**src/rtl/steg_pkg.sv**
```systemverilog
// Shared definitions for the LSB steganography embedder.
//   CT_W         ciphertext block width (AES block size)
//   SYNC_W       width of the optional per-block sync marker
//   SYNC_MARKER  marker value prefixed to each block when framing is enabled
//   state_t      embedder FSM states
//   pix_per_block() cover pixels consumed per block
package steg_pkg;

    localparam int unsigned       CT_W        = 128;
    localparam int unsigned       SYNC_W      = 16;
    localparam logic [SYNC_W-1:0] SYNC_MARKER = 16'hA55A;

    typedef enum logic {
        IDLE  = 1'b0,
        EMBED = 1'b1
    } state_t;

    function automatic int unsigned pix_per_block(input int unsigned bpp, input bit hdr_en);
        return (CT_W + (hdr_en ? SYNC_W : 0)) / bpp;
    endfunction

endpackage

```
**src/rtl/steg_bit_shifter.sv**
```systemverilog
// Parallel-load shift register plus pixel down-counter for the embedder.
// Ports:
//   clk, rst   clock, asynchronous active-high reset
//   load       capture data_in and reload the counter with COUNT
//   shift      shift left by BPP (zero fill) and decrement the counter
//   data_in    block to embed (marker-prefixed when framing is enabled)
//   bits_out   top BPP bits of the register, next bits to embed
//   last       the counter is at 1: the next shift consumes the final bits
module steg_bit_shifter
    import steg_pkg::*;
#(
    parameter int unsigned W     = CT_W,
    parameter int unsigned BPP   = 1,
    parameter int unsigned COUNT = W / BPP
) (
    input  logic           clk,
    input  logic           rst,
    input  logic           load,
    input  logic           shift,
    input  logic [W-1:0]   data_in,
    output logic [BPP-1:0] bits_out,
    output logic           last
);

    localparam int unsigned CNT_W = $clog2(COUNT + 1);

    logic [W-1:0]     shreg;
    logic [CNT_W-1:0] cnt;

    always_ff @(posedge clk or posedge rst) begin
        if (rst) begin
            shreg <= '0;
            cnt   <= '0;
        end else if (load) begin
            shreg <= data_in;
            cnt   <= CNT_W'(COUNT);
        end else if (shift && (cnt != '0)) begin
            // Counter saturates at zero; a stray shift cannot wrap it.
            shreg <= {shreg[W-BPP-1:0], {BPP{1'b0}}};
            cnt   <= cnt - CNT_W'(1);
        end
    end

    assign bits_out = shreg[W-1 -: BPP];
    assign last     = (cnt == CNT_W'(1));

endmodule

```
**src/rtl/steg_lsb_embed.sv**
```systemverilog
// Hides each 128-bit CBC ciphertext block in the LSBs of a cover-pixel
// stream, BITS_PER_PIX bits per pixel, MSB first. Pixels pass through
// unmodified while no block is loaded.
// Optional feature: define STEG_SYNC_HDR_EN to prefix every block with the
// 16-bit marker 16'hA55A (144 bits embedded per block instead of 128).
// Ports:
//   clk, rst                        clock, asynchronous active-high reset
//   ct_in/ct_valid/ct_ready         ciphertext block handshake
//   pix_in/pix_valid/pix_ready      cover pixel handshake
//   pix_out/pix_out_valid/_ready    stego pixel handshake (registered)
//   busy                            a block is loaded and not fully embedded
//   block_done                      pulse on the transfer of the last embedded pixel
module steg_lsb_embed #(
    parameter int unsigned PIX_W        = 8,
    parameter int unsigned BITS_PER_PIX = 1,
    parameter int unsigned CT_W         = 128
) (
    input  logic             clk,
    input  logic             rst,
    input  logic [CT_W-1:0]  ct_in,
    input  logic             ct_valid,
    output logic             ct_ready,
    input  logic [PIX_W-1:0] pix_in,
    input  logic             pix_valid,
    output logic             pix_ready,
    output logic [PIX_W-1:0] pix_out,
    output logic             pix_out_valid,
    input  logic             pix_out_ready,
    output logic             busy,
    output logic             block_done
);

    import steg_pkg::*;

`ifdef STEG_SYNC_HDR_EN
    localparam bit HDR_EN = 1'b1;
`else
    localparam bit HDR_EN = 1'b0;
`endif

    localparam int unsigned NBITS       = CT_W + (HDR_EN ? SYNC_W : 0);
    localparam int unsigned PIX_PER_BLK = pix_per_block(BITS_PER_PIX, HDR_EN);

    if (!(BITS_PER_PIX == 1 || BITS_PER_PIX == 2 || BITS_PER_PIX == 4)) begin : g_bad_bpp
        $error("steg_lsb_embed: BITS_PER_PIX must be 1, 2 or 4");
    end
    if (CT_W != steg_pkg::CT_W) begin : g_bad_ct_w
        $error("steg_lsb_embed: CT_W is fixed to the AES block size");
    end

    state_t                  state, next_state;
    logic                    load, shift, last;
    logic [BITS_PER_PIX-1:0] bits_out;
    logic [NBITS-1:0]        load_data;
    logic                    pix_xfer;
    logic [PIX_W-1:0]        pix_next;

`ifdef STEG_SYNC_HDR_EN
    assign load_data = {SYNC_MARKER, ct_in};
`else
    assign load_data = ct_in;
`endif

    assign pix_ready = !pix_out_valid || pix_out_ready;
    assign pix_xfer  = pix_valid && pix_ready;

    steg_bit_shifter #(
        .W     (NBITS),
        .BPP   (BITS_PER_PIX),
        .COUNT (PIX_PER_BLK)
    ) u_shifter (
        .clk      (clk),
        .rst      (rst),
        .load     (load),
        .shift    (shift),
        .data_in  (load_data),
        .bits_out (bits_out),
        .last     (last)
    );

    always_ff @(posedge clk or posedge rst) begin
        if (rst) state <= IDLE;
        else     state <= next_state;
    end

    // A pixel accepted in the same cycle as a block load is still in IDLE
    // and therefore passes through; embedding starts with the next pixel.
    always_comb begin
        next_state = state;
        ct_ready   = 1'b0;
        busy       = 1'b0;
        load       = 1'b0;
        shift      = 1'b0;
        block_done = 1'b0;
        pix_next   = pix_in;
        case (state)
            IDLE: begin
                ct_ready = 1'b1;
                if (ct_valid) begin
                    load       = 1'b1;
                    next_state = EMBED;
                end
            end
            EMBED: begin
                busy = 1'b1;
                if (pix_xfer) begin
                    shift    = 1'b1;
                    pix_next = {pix_in[PIX_W-1:BITS_PER_PIX], bits_out};
                    if (last) begin
                        block_done = 1'b1;
                        next_state = IDLE;
                    end
                end
            end
            default: next_state = IDLE;
        endcase
    end

    always_ff @(posedge clk or posedge rst) begin
        if (rst) begin
            pix_out       <= '0;
            pix_out_valid <= 1'b0;
        end else if (pix_xfer) begin
            pix_out       <= pix_next;
            pix_out_valid <= 1'b1;
        end else if (pix_out_ready) begin
            pix_out_valid <= 1'b0;
        end
    end

endmodule

```
**config.mk**
```make
export PLATFORM = sky130hd
export DESIGN_NAME = steg_lsb_embed
export DESIGN_NICKNAME = d
export VERILOG_FILES = /design/src/rtl/steg_pkg.sv /design/src/rtl/steg_bit_shifter.sv /design/src/rtl/steg_lsb_embed.sv
export SDC_FILE = /design/constraint.sdc
export NUM_CORES = 1
export LEC_CHECK = 0
export BUFFER_PORTS_ARGS = -buffer_cell sky130_fd_sc_hd__buf_2
export CAP_MARGIN = 15
export CORE_MARGIN = 10
export CORE_UTILIZATION = 50
export CTS_BUF_LIST = sky130_fd_sc_hd__clkbuf_4
export CTS_CLUSTER_DIAMETER = 50
export DETAILED_ROUTE_END_ITERATION = 10
export PLACE_DENSITY_LB_ADDON = 0.25
export SKIP_CTS_REPAIR_TIMING = 1
export SLEW_MARGIN = 10
export SYNTH_ARGS = -nofsm -noshare
export SYNTH_HDL_FRONTEND = slang
export SYNTH_SLANG_ARGS = --single-unit
```
**constraint.sdc**
```tcl
create_clock -name clk -period 4.8 [get_ports clk]
set_input_delay 0.96 -clock clk [delete_from_list [all_inputs] [get_ports clk]]
set_output_delay 0.96 -clock clk [all_outputs]
set_load 0.05 [all_outputs]
```
# --- After elaboration in Yosys (flattened, before gate mapping) ---
# Index checks and enable logic that the tools add are counted.
totals:
  reg_bits: 146
  out_inout_bits: 13
classes:
  n_addsub: 1
  n_eq_ne: 1
  n_mux: 19
  bitwise: 1
  reduce_logical: 7
op_table:
  columns: ["op", "count"]
  rows:
  - ["$mux W128", 2]
  - ["$mux W8", 2]
  - ["$mux W1", 14]
  - ["$eq A8 B1 Y1 const B", 1]
  - ["$reduce_bool A8 Y1", 1]
  - ["$sub A8 B1 Y8 const B", 1]
  - ["$reduce_bool A2 Y1", 2]
  - ["$logic_and A1 B1 Y1", 2]
  - ["$pmux W1 S2", 1]
  - ["$logic_not A1 Y1", 1]
  - ["$logic_or A1 B1 Y1", 1]
  - ["$not A1 Y1", 1]

# --- Longest topological paths before layout ---
# Gate-level depths: netlist (run 1).
logic_depth:
  word_depth: 8
  depth_mapped: 8

# --- Cells and area by module ---
# From an unflattened synthesis (run 1), not the netlist that was laid out.
hier_totals:
  hier_cells: 686
  area_unflattened_um2: 7998.9
modules_own_cells:
  columns: ["module", "n_inst", "cells_per_inst", "area_per_inst_um2", "seq_area_each_um2"]
  rows:
  - ["steg_bit_shifter", 1, 655, 7538.5, 3403.3]
  - ["steg_lsb_embed", 1, 31, 460.4, 250.2]

# --- Least setup slack after synthesis (run 1) ---
# OpenSTA, ideal clock, no wires.
synth_path:
  path_kind: "input to output"
  startpoint: "input pix_out_ready"
  endpoint: "output block_done"
  arrival_ps: 3463
  required_time_ps: 3840
  setup_slack_ps: 377
  stages: 4
  path_cell_list: "nand2b_1 clkbuf_1 nand2_1 nor4_1"
synth_via:
  elab_chain_len: 4
synth_lines:
  columns: ["item", "line", "rtl"]
  rows:
  - ["from (decl)", "steg_lsb_embed.sv:28", "input logic pix_out_ready,"]
  - ["$logic_or A1 B1 Y1", "steg_lsb_embed.sv:64", "assign pix_ready = !pix_out_valid || pix_out_ready;"]
  - ["net pix_ready", "steg_lsb_embed.sv:25", "output logic pix_ready,"]
  - ["$logic_and A1 B1 Y1", "steg_lsb_embed.sv:65", "assign pix_xfer = pix_valid && pix_ready;"]
  - ["$mux W1", "steg_lsb_embed.sv:106", "if (pix_xfer) begin"]
  - ["$mux W1", "steg_lsb_embed.sv:96", "case (state)"]
  - ["to (decl)", "steg_lsb_embed.sv:30", "output logic block_done"]
# The timed path passes the listed nets, and every way through them passes these cells.

# --- Worst setup path in the final report (run 1) ---
layout_path:
  startpoint: "register u_shifter.cnt[4]"
  endpoint: "output block_done"
layout_via:
  elab_chain_len: 4
layout_lines:
  columns: ["item", "line", "rtl"]
  rows:
  - ["from (decl)", "steg_bit_shifter.sv:28", "logic [CNT_W-1:0] cnt;"]
  - ["from (signal assigned)", "steg_bit_shifter.sv:36", "cnt <= CNT_W'(COUNT);"]
  - ["from (signal assigned)", "steg_bit_shifter.sv:40", "cnt <= cnt - CNT_W'(1);"]
  - ["$eq A8 B1 Y1", "steg_bit_shifter.sv:45", "assign last = (cnt == CNT_W'(1));"]
  - ["$mux W1", "steg_lsb_embed.sv:109", "if (last) begin"]
  - ["$mux W1", "steg_lsb_embed.sv:106", null]
  - ["$mux W1", "steg_lsb_embed.sv:96", null]
# No other way between the ends.

==> results of run 1 <==
## flip-flops by register name (all words and copies together), names as in the netlist
register	count
u_shifter.cnt	8
u_shifter.shreg	128
pix_out	8
pix_out_valid	1
state	1
## metrics by stage
stage	hold slack, ns	total power, µW
after floorplan	0.4495	2753
after global placement	0.4580	2927
after detailed placement	0.4651	2995
after CTS	0.4903	3819
after global routing	0.4978	4041
final	0.4836	3777
## power breakdown
part / internal, µW / switching, µW
Combinational: 529 / 425
Sequential: 1720 / 293
Clock: 400 / 414
## layer usage
metal | up-vias | GRT usage
li1 | 2219 | -
met1 | 2393 | 0.2053
met2 | 145 | 0.2550
met3 | 27 | 0.06617
met4 | 2 | 0.06771
met5 | - | 0
## cell type report
class                   count  area, µm²
flip-flops and latches    146       3654
well taps                 172      215.2
repair buffers            159      835.8
clock inverters            15      171.4
multi-input cells         317       2501
inverters                   4      18.77
fillers                  1096       5096
clock buffers              17      127.6
## layout by cell type (no fill, tap or decap), types with 2 or more instances in the layout
| cell | netlist | routed |
|---|---|---|
| mux2i_1 | 2 | 2 |
| inv_1 | 4 | 3 |
| or2_2 | 2 | 2 |
| a22o_1 | 126 | 126 |
| a21oi_1 | 3 | 3 |
| clkbuf_4 | 0 | 17 |
| nand2_1 | 11 | 11 |
| buf_2 | 8 | 153 |
| nand3_1 | 5 | 5 |
| nor4_1 | 2 | 2 |
| o21ai_0 | 4 | 4 |
| nor2_1 | 6 | 6 |
| or3b_2 | 2 | 2 |
| mux2_2 | 7 | 7 |
| clkinv_1 | 0 | 5 |
| o31ai_1 | 3 | 3 |
| buf_12 | 0 | 2 |
| clkinvlp_4 | 0 | 2 |
| nand2b_1 | 2 | 2 |
| buf_4 | 5 | 4 |
| ha_1 | 2 | 2 |
| and2_1 | 2 | 2 |
| dfrtp_1 | 146 | 146 |
| clkinv_2 | 0 | 5 |
| a21o_1 | 126 | 126 |
| o211ai_1 | 3 | 3 |
| bufinv_16 | 0 | 4 |
## path summary, 6_finish.rpt
kind | slack, ns | endpoint | cells after the start | start
setup / recovery | 1.56 | block_done | 3 | u_shifter.cnt[4]$_DFFE_PP0P_
setup reg to reg | 1.99 | u_shifter.shreg[17]$_DFFE_PP0P_ | 7 | u_shifter.cnt[0]$_DFFE_PP0P_
hold reg to reg | 0.48 | u_shifter.shreg[122]$_DFFE_PP0P_ | 1 | u_shifter.shreg[122]$_DFFE_PP0P_
max in group asynchronous | 3.58 | u_shifter.shreg[67]$_DFFE_PP0P_ | 3 | rst
hold / removal | 0.48 | u_shifter.shreg[122]$_DFFE_PP0P_ | 1 | u_shifter.shreg[122]$_DFFE_PP0P_
min in group asynchronous | 0.56 | u_shifter.shreg[94]$_DFFE_PP0P_ | 3 | rst
## logic make-up after synthesis
logic type / share of synthesized area
mux: 0.01532
compound gates: 0.3354
buf+inv: 0.04750
simple gates: 0.03180
flops: 0.5661
fa+ha+maj: 0.003877
## cells in the mapped netlist (3+ instances only)
library cell	n
nand2_1	11
dfrtp_1	146
clkbuf_1	18
a21oi_1	3
a22o_1	126
buf_6	13
nor2_1	6
o21ai_0	4
buf_4	5
a21o_1	126
inv_1	4
o31ai_1	3
mux2_2	7
buf_2	8
nand3_1	5
o211ai_1	3
==> results.yml, run 1 <==
run_status:
  status: "completed"
clocking:
  clk_pin_slew_worst_paths_ns: 0.11
  clock_latency_ns: 0.54
  clock-sinks: 146
  cts-htree-levels: 4
  root_buffer: "clkbuf_4"
  clockBufferDepth: 2
  numCtsBuffers: 17
  cts_tree: "yes"
detailed_routing:
  wl_met1_mm: 6.463
  wl_met3_mm: 1.085
  wirelength_mm: 14.75
  drt_first_pass_iters: 4
  via_per_inst: 5.766
  route.detailed.drc: 0
  via_count: 4786
  maxUsedRoutingLayer: "met5"
  drt-initial-drc-count: 316
  wl_per_cell_um: 17.77
  drtAntennaViolNets: 0
  wl_met2_mm: 6.907
synth:
  syn_avg_cell_area_um2: 12.63
  yosys.cell_types.count: 32
  synthArstFlopShare: 1.000
  ys_seq_area_frac: 0.5661
  yosys.area.top_type: "dfrtp_1"
  synth_edf_count: 0
  synth_top_area_frac: 0.5661
  netlist_instances: 511
  synth_seq_cells: 146
  yosysWarnings: 0
  synthTopCellsByArea: "dfrtp_1, a22o_1, a21o_1, buf_6, mux2_2"
  synth_area_um2: 6454
  synthesis.nets: 654
  ys.flop_type: "dfrtp_1"
setup_path:
  required_ns: 3.84
  worst-path-buf-inv: 1
  arrival_ns: 2.28
  path_cells: "or4_4, nor4_1, buf_2"
  cpPeakStageDelay_ns: 0.58
  critical_path.startpoint_type: "register"
  critical_path.slowest_cell: "or4_4"
  critPathTopFamily: "simple AND/OR/NAND/NOR gates"
  end_kind: "output port"
  critical_path_class: "reg -> out"
  path_max_fanout: 7
sta:
  period_share: 0.6747
  finalHoldViolations: 0
  worst_pin_slew_ns: 0.9038
  fmax_ghz: 0.3088
  fin_crit_ns: 3.239
  slew_headroom: 0.3962
  setup_tns_ns: 0
  rsz0062_at_grt: "false"
  worst_slack_ns: 1.561
  setup_viol_count_final: 0
  skew_ns: 0.01812
  drv_slew: 0
grt:
  grt_max_degree: 147
  grt_overflow_total: 0
  track_usage: 0.1664
  grt_pass1_vias: 5092
  antenna_found_initial: 1
  grt_pass1_wl_mm: 24.45
floorplan:
  ios: 154
  start_util: 0.5114
  dieWidth_um: 133.6
  rows: 41
  coreArea_um2: 12620
  die_h_um: 133.6
  dieArea_um2: 17850
place:
  portBuffers: 153
  place_congestion: 0.8167
  dpl.hpwl_mm: 9.740
  place_worst_setup_slack_ns: 1.636
  dpl-instance-area_um2: 7224
  dp_cells: 798
run:
  drv_cap: 0
worst_hold_path:
  hp-class: "reg -> reg"
cells_and_area:
  n_antenna_cell: 0
  nets: 788
  final_area_um2: 7523
  syn_to_final_growth_pct: 16.58
  drive_gt1_frac: 0.3070
  final_util: 0.5962
  stdcell_count: 830
power:
  vdd_drop_max_mv: 0.2757
  p_leak_uw: 0.004662
  p_per_area_nw_per_um2: 502.1
No activity file was read; power rests on OpenSTA's default activity.
==> run 2: changes to the inputs <==
--- a/config.mk
+++ b/config.mk
@@ -5,6 +5,7 @@
 export SDC_FILE = /design/constraint.sdc
 export NUM_CORES = 1
 export LEC_CHECK = 0
+export ABC_AREA = 1
 export BUFFER_PORTS_ARGS = -buffer_cell sky130_fd_sc_hd__buf_2
 export CAP_MARGIN = 15
 export CORE_MARGIN = 10
==> constraint.sdc (replaced) <==
create_clock -name clk -period 3.4 [get_ports clk]
set_input_delay 0.68 -clock clk [delete_from_list [all_inputs] [get_ports clk]]
set_output_delay 0.68 -clock clk [all_outputs]
set_load 0.05 [all_outputs]
==> run 2 against run 1 <==
Clock skew shrank 0.0016 ns. Non-clock buffer count grew 4. Sequential power grew 44%. Combinational power grew 65%. Cell count grew 37%. Clock-buffer cell count grew 2. Sequential share of layout area shrank 2.9 points. Cell area grew 6.3%. Wire length grew 9.5%. Power grew 60%. Critical endpoint unchanged. Largest cell class unchanged. Highest routed layer is now met4.
==> results.yml, run 2 <==
run_status:
  status: "completed"
clocking:
  clk_pin_slew_worst_paths_ns: 0.13
  cts_tree: "yes"
  clockBufferDepth: 2
  cts-htree-levels: 4
  root_buffer: "clkbuf_4"
  clock_latency_ns: 0.54
  clock-sinks: 146
  numCtsBuffers: 17
floorplan:
  dieArea_um2: 18780
  dieWidth_um: 137.0
  coreArea_um2: 13350
  rows: 42
  ios: 154
  die_h_um: 137.0
  start_util: 0.5130
cells_and_area:
  n_antenna_cell: 0
  largestRegisters: "u_shifter.shreg: 128 flops, pix_out: 8 flops, u_shifter.cnt: 8 flops"
  stdcell_count: 1140
  final_area_um2: 7999
  final_common_cell: "nand2_1"
  max_flop_register: "u_shifter.shreg"
  final_util: 0.5993
  largest_register_ffs: 128
  nets: 1094
  layout_common_cells: "nand2_1, nand3_1, buf_2, dfrtp_1, a21boi_1"
  drive_gt1_frac: 0.2106
  syn_to_final_growth_pct: 16.81
sta:
  fin_crit_ns: 2.653
  rsz0062_at_grt: "false"
  worst_pin_slew_ns: 0.9096
  fmax_ghz: 0.3770
  finalHoldViolations: 0
  drv_slew: 0
  setup_viol_count_final: 0
  slew_headroom: 0.3915
  period_share: 0.7802
  setup_tns_ns: 0
  skew_ns: 0.01656
setup_path:
  path_cells: "nor2_1, nand2_1, nor3_1, buf_2"
  critical_path_class: "reg -> out"
  worst-path-buf-inv: 1
  end_kind: "output port"
  critical_path.startpoint_type: "register"
  critical_path.slowest_cell: "dfrtp_1"
  r2r_cells: 9
  cpPeakStageDelay_ns: 0.44
  crit_start: "u_shifter.cnt[5]$_DFFE_PP0P_"
  path_max_fanout: 5
  r2r_slack_ns: 1.04
  cp-endpoint: "block_done"
  cp.depth: 4
  reg2reg_from: "u_shifter.cnt[0]$_DFFE_PP0P_"
  critPathTopFamily: "simple AND/OR/NAND/NOR gates"
  required_ns: 2.72
  arrival_ns: 1.97
  r2r-end: "u_shifter.shreg[99]$_DFFE_PP0P_"
detailed_routing:
  route.detailed.drc: 0
  wl_per_cell_um: 14.16
  drt_first_pass_iters: 4
  via_per_inst: 5.046
  via_count: 5753
  drtAntennaViolNets: 0
  wirelength_mm: 16.15
  drt-initial-drc-count: 453
synth:
  synth_area_um2: 6848
  ys_seq_area_frac: 0.5335
  ys.flop_type: "dfrtp_1"
  yosys.area.top_type: "dfrtp_1"
  synthArstFlopShare: 1.000
  netlist_instances: 821
  yosysMostFrequentCell: "nand2_1"
  synth_edf_count: 0
  synthesis.nets: 964
  yosys-top-cells-count: "nand2_1, nand3_1, dfrtp_1"
  yosys.cell_types.count: 27
  synth_top_area_frac: 0.5335
  yosysWarnings: 0
  synth_seq_cells: 146
  syn_avg_cell_area_um2: 8.341
  synthTopCellsByArea: "dfrtp_1, nand2_1, nand3_1, a21boi_1, buf_6"
place:
  dp_cells: 1108
  portBuffers: 153
  place_congestion: 0.8200
  dpl-instance-area_um2: 7571
  dpl.hpwl_mm: 10.87
grt:
  grt_overflow_total: 0
  antenna_found_initial: 0
  grt_pass1_wl_mm: 26.90
  grt_max_degree: 78
  track_usage: 0.1755
  grt_pass1_vias: 5580
power:
  vdd_drop_max_mv: 0.3171
  p_per_area_nw_per_um2: 753.6
  p_leak_uw: 0.004253
  p_total_uw: 6028
run:
  drv_cap: 0
worst_hold_path:
  hp-class: "in -> async"
## run 2: cell count changes in the layout (fill, tap and decap cells not counted), moves of 4 or more
cell / previous run / this run
a22o_1: 126 / 0
nand2_1: 11 / 347
mux2_2: 7 / 0
a21o_1: 126 / 0
nand3_1: 5 / 188
clkinv_2: 5 / 1
nand4_1: 1 / 5
bufinv_16: 4 / 9
a21boi_1: 0 / 30
inv_1: 3 / 17
## run 2: final cells by class
cell class | count | area (µm²)
fill | 1240 | 5349
sequential | 146 | 3654
multi-input combinational | 602 | 2735
timing repair buffer | 163 | 878.3
clock inverter | 13 | 285.3
tap | 176 | 220.2
clock buffer | 19 | 142.6
inverter | 21 | 83.83
## run 2: worst reg2reg max path, cell delays in order (launching register included)
cell and delay, ns:
dfrtp_1 0.43, inv_1 0.10, ha_1 0.26, nand2_2 0.12
inv_2 0.07, nand2_1 0.07, nand2_2 0.66, buf_12 0.35
nand3_1 0.14, nand3_1 0.10
## run 2: report_power, final
group | total [µW] | internal [µW] | leakage (µW) | switching (µW)
Sequential | 2890 | 2470 | 0.00193 | 423
Clock | 1570 | 960 | 0.000221 | 605
Combinational | 1570 | 616 | 0.00210 | 953
Total | 6030 | 4050 | 0.00425 | 1980
## run 2: metrics by stage
step	worst slack, ns	hold slack (ns)
2_1_floorplan	0.2685	0.4421
3_3_place_gp	0.7950	0.4601
3_5_place_dp	0.7720	0.4607
4_1_cts	0.6573	0.1769
5_1_grt	0.5694	0.1908
6_report	0.7475	0.2040
## run 2: worst min path at each step
| stage | endpoint | slack (ns) |
|---|---|---|
| 3_3_place_gp | pix_out[4]$_DFFE_PP0P_ | 0.46 |
| 5_1_grt | u_shifter.shreg[91]$_DFFE_PP0P_ | 0.19 |
| 6_report | u_shifter.shreg[119]$_DFFE_PP0P_ | 0.20 |
| 2_1_floorplan | u_shifter.shreg[0]$_DFFE_PP0P_ | 0.44 |
| 4_1_cts | u_shifter.shreg[123]$_DFFE_PP0P_ | 0.18 |
| 3_5_place_dp | pix_out[4]$_DFFE_PP0P_ | 0.46 |
## run 2: routing by layer
metal / GRT usage / up-vias / wire length, µm
li1: - / 2925 / -
met1: 0.2339 / 2694 / 7351
met2: 0.2666 / 121 / 7685
met3: 0.05205 / 13 / 924
met4: 0.06089 / 0 / 187
met5: 0 / - / 0
## run 2: cell families (layout without fill, tap and decap cells)
| family | after synthesis | after routing | share of synthesized area |
|---|---|---|---|
| flip-flops | 146 | 146 | 0.5335 |
| AO/OA/AOI/OAI | 40 | 40 | 0.04111 |
| AND/OR/NAND/NOR | 559 | 559 | 0.3534 |
| adder cells (fa/ha/maj) | 2 | 2 | 0.003654 |
| buffers and inverters | 73 | 216 | 0.06705 |
| XOR/XNOR | 1 | 1 | 0.001279 |
==> run 3: changes to the inputs <==
--- a/config.mk
+++ b/config.mk
@@ -5,7 +5,7 @@
 export SDC_FILE = /design/constraint.sdc
 export NUM_CORES = 1
 export LEC_CHECK = 0
-export ABC_AREA = 1
+export ABC_AREA = 0
 export BUFFER_PORTS_ARGS = -buffer_cell sky130_fd_sc_hd__buf_2
 export CAP_MARGIN = 15
 export CORE_MARGIN = 10
==> constraint.sdc (replaced) <==
create_clock -name clk -period 2.46 [get_ports clk]
set_input_delay 0.492 -clock clk [delete_from_list [all_inputs] [get_ports clk]]
set_output_delay 0.492 -clock clk [all_outputs]
set_load 0.05 [all_outputs]
==> run 3 against run 2 <==
Clock skew decreased by 0.0054 ns. Die area decreased by 4.9%. Sequential power increased by 36%. Core utilization increased by 0.27 points. Largest power group unchanged. Sequential cell count unchanged. Wire length decreased by 7.1%. Power increased by 19%.
==> results.yml, run 3 (same netlist as run 1, synthesis figures left out) <==
power:
  p_leak_uw: 0.004703
  swShare: 0.3084
  p_int_uw: 4977
  power_frac_seq: 0.545
  combPwrFrac: 0.274
  power.switching_uw: 2220
  p_per_area_nw_per_um2: 947.5
  vdd_drop_max_mv: 0.4515
  p_total_uw: 7197
  clkPwrFrac: 0.181
place:
  dpl.hpwl_mm: 10.07
  dp_cells: 802
  dpl-instance-area_um2: 7307
  portBuffers: 153
  place_congestion: 0.7842
sta:
  drv_slew: 0
  fmax_ghz: 0.4119
  finalHoldViolations: 0
  worst_pin_slew_ns: 0.7705
  setup_viol_count_final: 0
  skew_ns: 0.01114
  period_share: 0.9869
  rsz0062_at_grt: "true"
  slew_headroom: 0.4863
  fin_crit_ns: 2.428
clocking:
  clock_latency_ns: 0.53
  numCtsBuffers: 17
  clock-sinks: 146
  clockBufferDepth: 2
  root_buffer: "clkbuf_4"
  clk_pin_slew_worst_paths_ns: 0.11
  cts_tree: "yes"
  cts-htree-levels: 4
run:
  drv_cap: 0
setup_path:
  critical_path_class: "reg -> out"
  arrival_ns: 1.94
  required_ns: 1.97
  r2r_cells: 7
  critical_path.startpoint_type: "register"
  path_max_fanout: 3
  end_kind: "output port"
grt:
  track_usage: 0.1678
  grt_overflow_total: 0
  grt_pass1_vias: 5038
  grt_max_degree: 147
  grt_pass1_wl_mm: 24.85
  antenna_found_initial: 2
floorplan:
  coreArea_um2: 12620
  dieWidth_um: 133.6
  die_h_um: 133.6
  dieArea_um2: 17850
  ios: 154
  rows: 41
  start_util: 0.5114
detailed_routing:
  drt-initial-drc-count: 366
  via_count: 4800
  route.detailed.drc: 0
  drtAntennaViolNets: 0
  drt_first_pass_iters: 4
  wirelength_mm: 15.01
  via_per_inst: 5.707
  wl_per_cell_um: 17.84
cells_and_area:
  final_area_um2: 7596
  nets: 799
  stdcell_count: 841
  layout_common_cells: "buf_2, dfrtp_1, a22o_1, a21o_1, clkbuf_4"
  max_flop_register: "u_shifter.shreg"
  final_common_cell: "buf_2"
  drive_gt1_frac: 0.3204
  syn_to_final_growth_pct: 17.70
  final_util: 0.6019
  largestRegisters: "u_shifter.shreg: 128 flops, pix_out: 8 flops, u_shifter.cnt: 8 flops"
  largest_register_ffs: 128
worst_hold_path:
  hp-class: "in -> async"
run_status:
  status: "completed"
[run 3: final timing paths]
check / startpoint / end / slack, ns
hold reg to reg: u_shifter.shreg[79]$_DFFE_PP0P_ / u_shifter.shreg[79]$_DFFE_PP0P_ / 0.49
hold / removal: rst / u_shifter.shreg[103]$_DFFE_PP0P_ / 0.15
max in group asynchronous: rst / u_shifter.cnt[4]$_DFFE_PP0P_ / 1.67
min in group clk: ct_in[0] / u_shifter.shreg[0]$_DFFE_PP0P_ / 0.18
setup / recovery: u_shifter.cnt[4]$_DFFE_PP0P_ / block_done / 0.03
setup reg to reg: u_shifter.cnt[0]$_DFFE_PP0P_ / u_shifter.shreg[25]$_DFFE_PP0P_ / 0.17
[run 3: metal layers]
metal | global-route usage | part of all wire | routed length [µm]
met1 | 0.2160 | 0.46 | 6836
met2 | 0.2541 | 0.46 | 6892
met3 | 0.06278 | 0.070 | 1055
met4 | 0.05744 | 0.014 | 206
met5 | 0 | 0.00087 | 13
[run 3: through the flow]
step                setup TNS [ns]  hold slack, ns  setup slack [ns]
global route              -0.09399          0.1376          -0.09399
CTS                        -0.2298          0.1240           -0.2298
floorplan                        0          0.4495           0.06983
global placement                 0          0.4582            0.2656
finish                           0          0.1536           0.03233
detailed placement               0          0.4652            0.1856
[run 3: power by group through the flow]
stage	registers, µW	clock network, µW	logic (µW)
2_1_floorplan	3900	0	1480
3_5_place_dp	3960	0	1920
5_1_grt	4040	1460	2190
4_1_cts	3920	1360	1930
6_report	3920	1300	1970
3_3_place_gp	3910	0	1830
[run 3: layout make-up]
| cell class | count | area (µm²) |
|---|---|---|
| diodes | 1 | 2.502 |
| clock buffers | 21 | 157.7 |
| clock inverters | 10 | 68.82 |
| fillers | 1081 | 5024 |
| inverters | 4 | 18.77 |
| multi-input cells | 317 | 2516 |
| flip-flops and latches | 146 | 3655 |
| well taps | 172 | 215.2 |
| repair buffers | 170 | 962.2 |
[run 3: critical path, stage by stage (launching register included)]
cell     delay [ns]
dfrtp_2        0.43
or4_4          0.57
nor4_4         0.19
buf_6          0.20
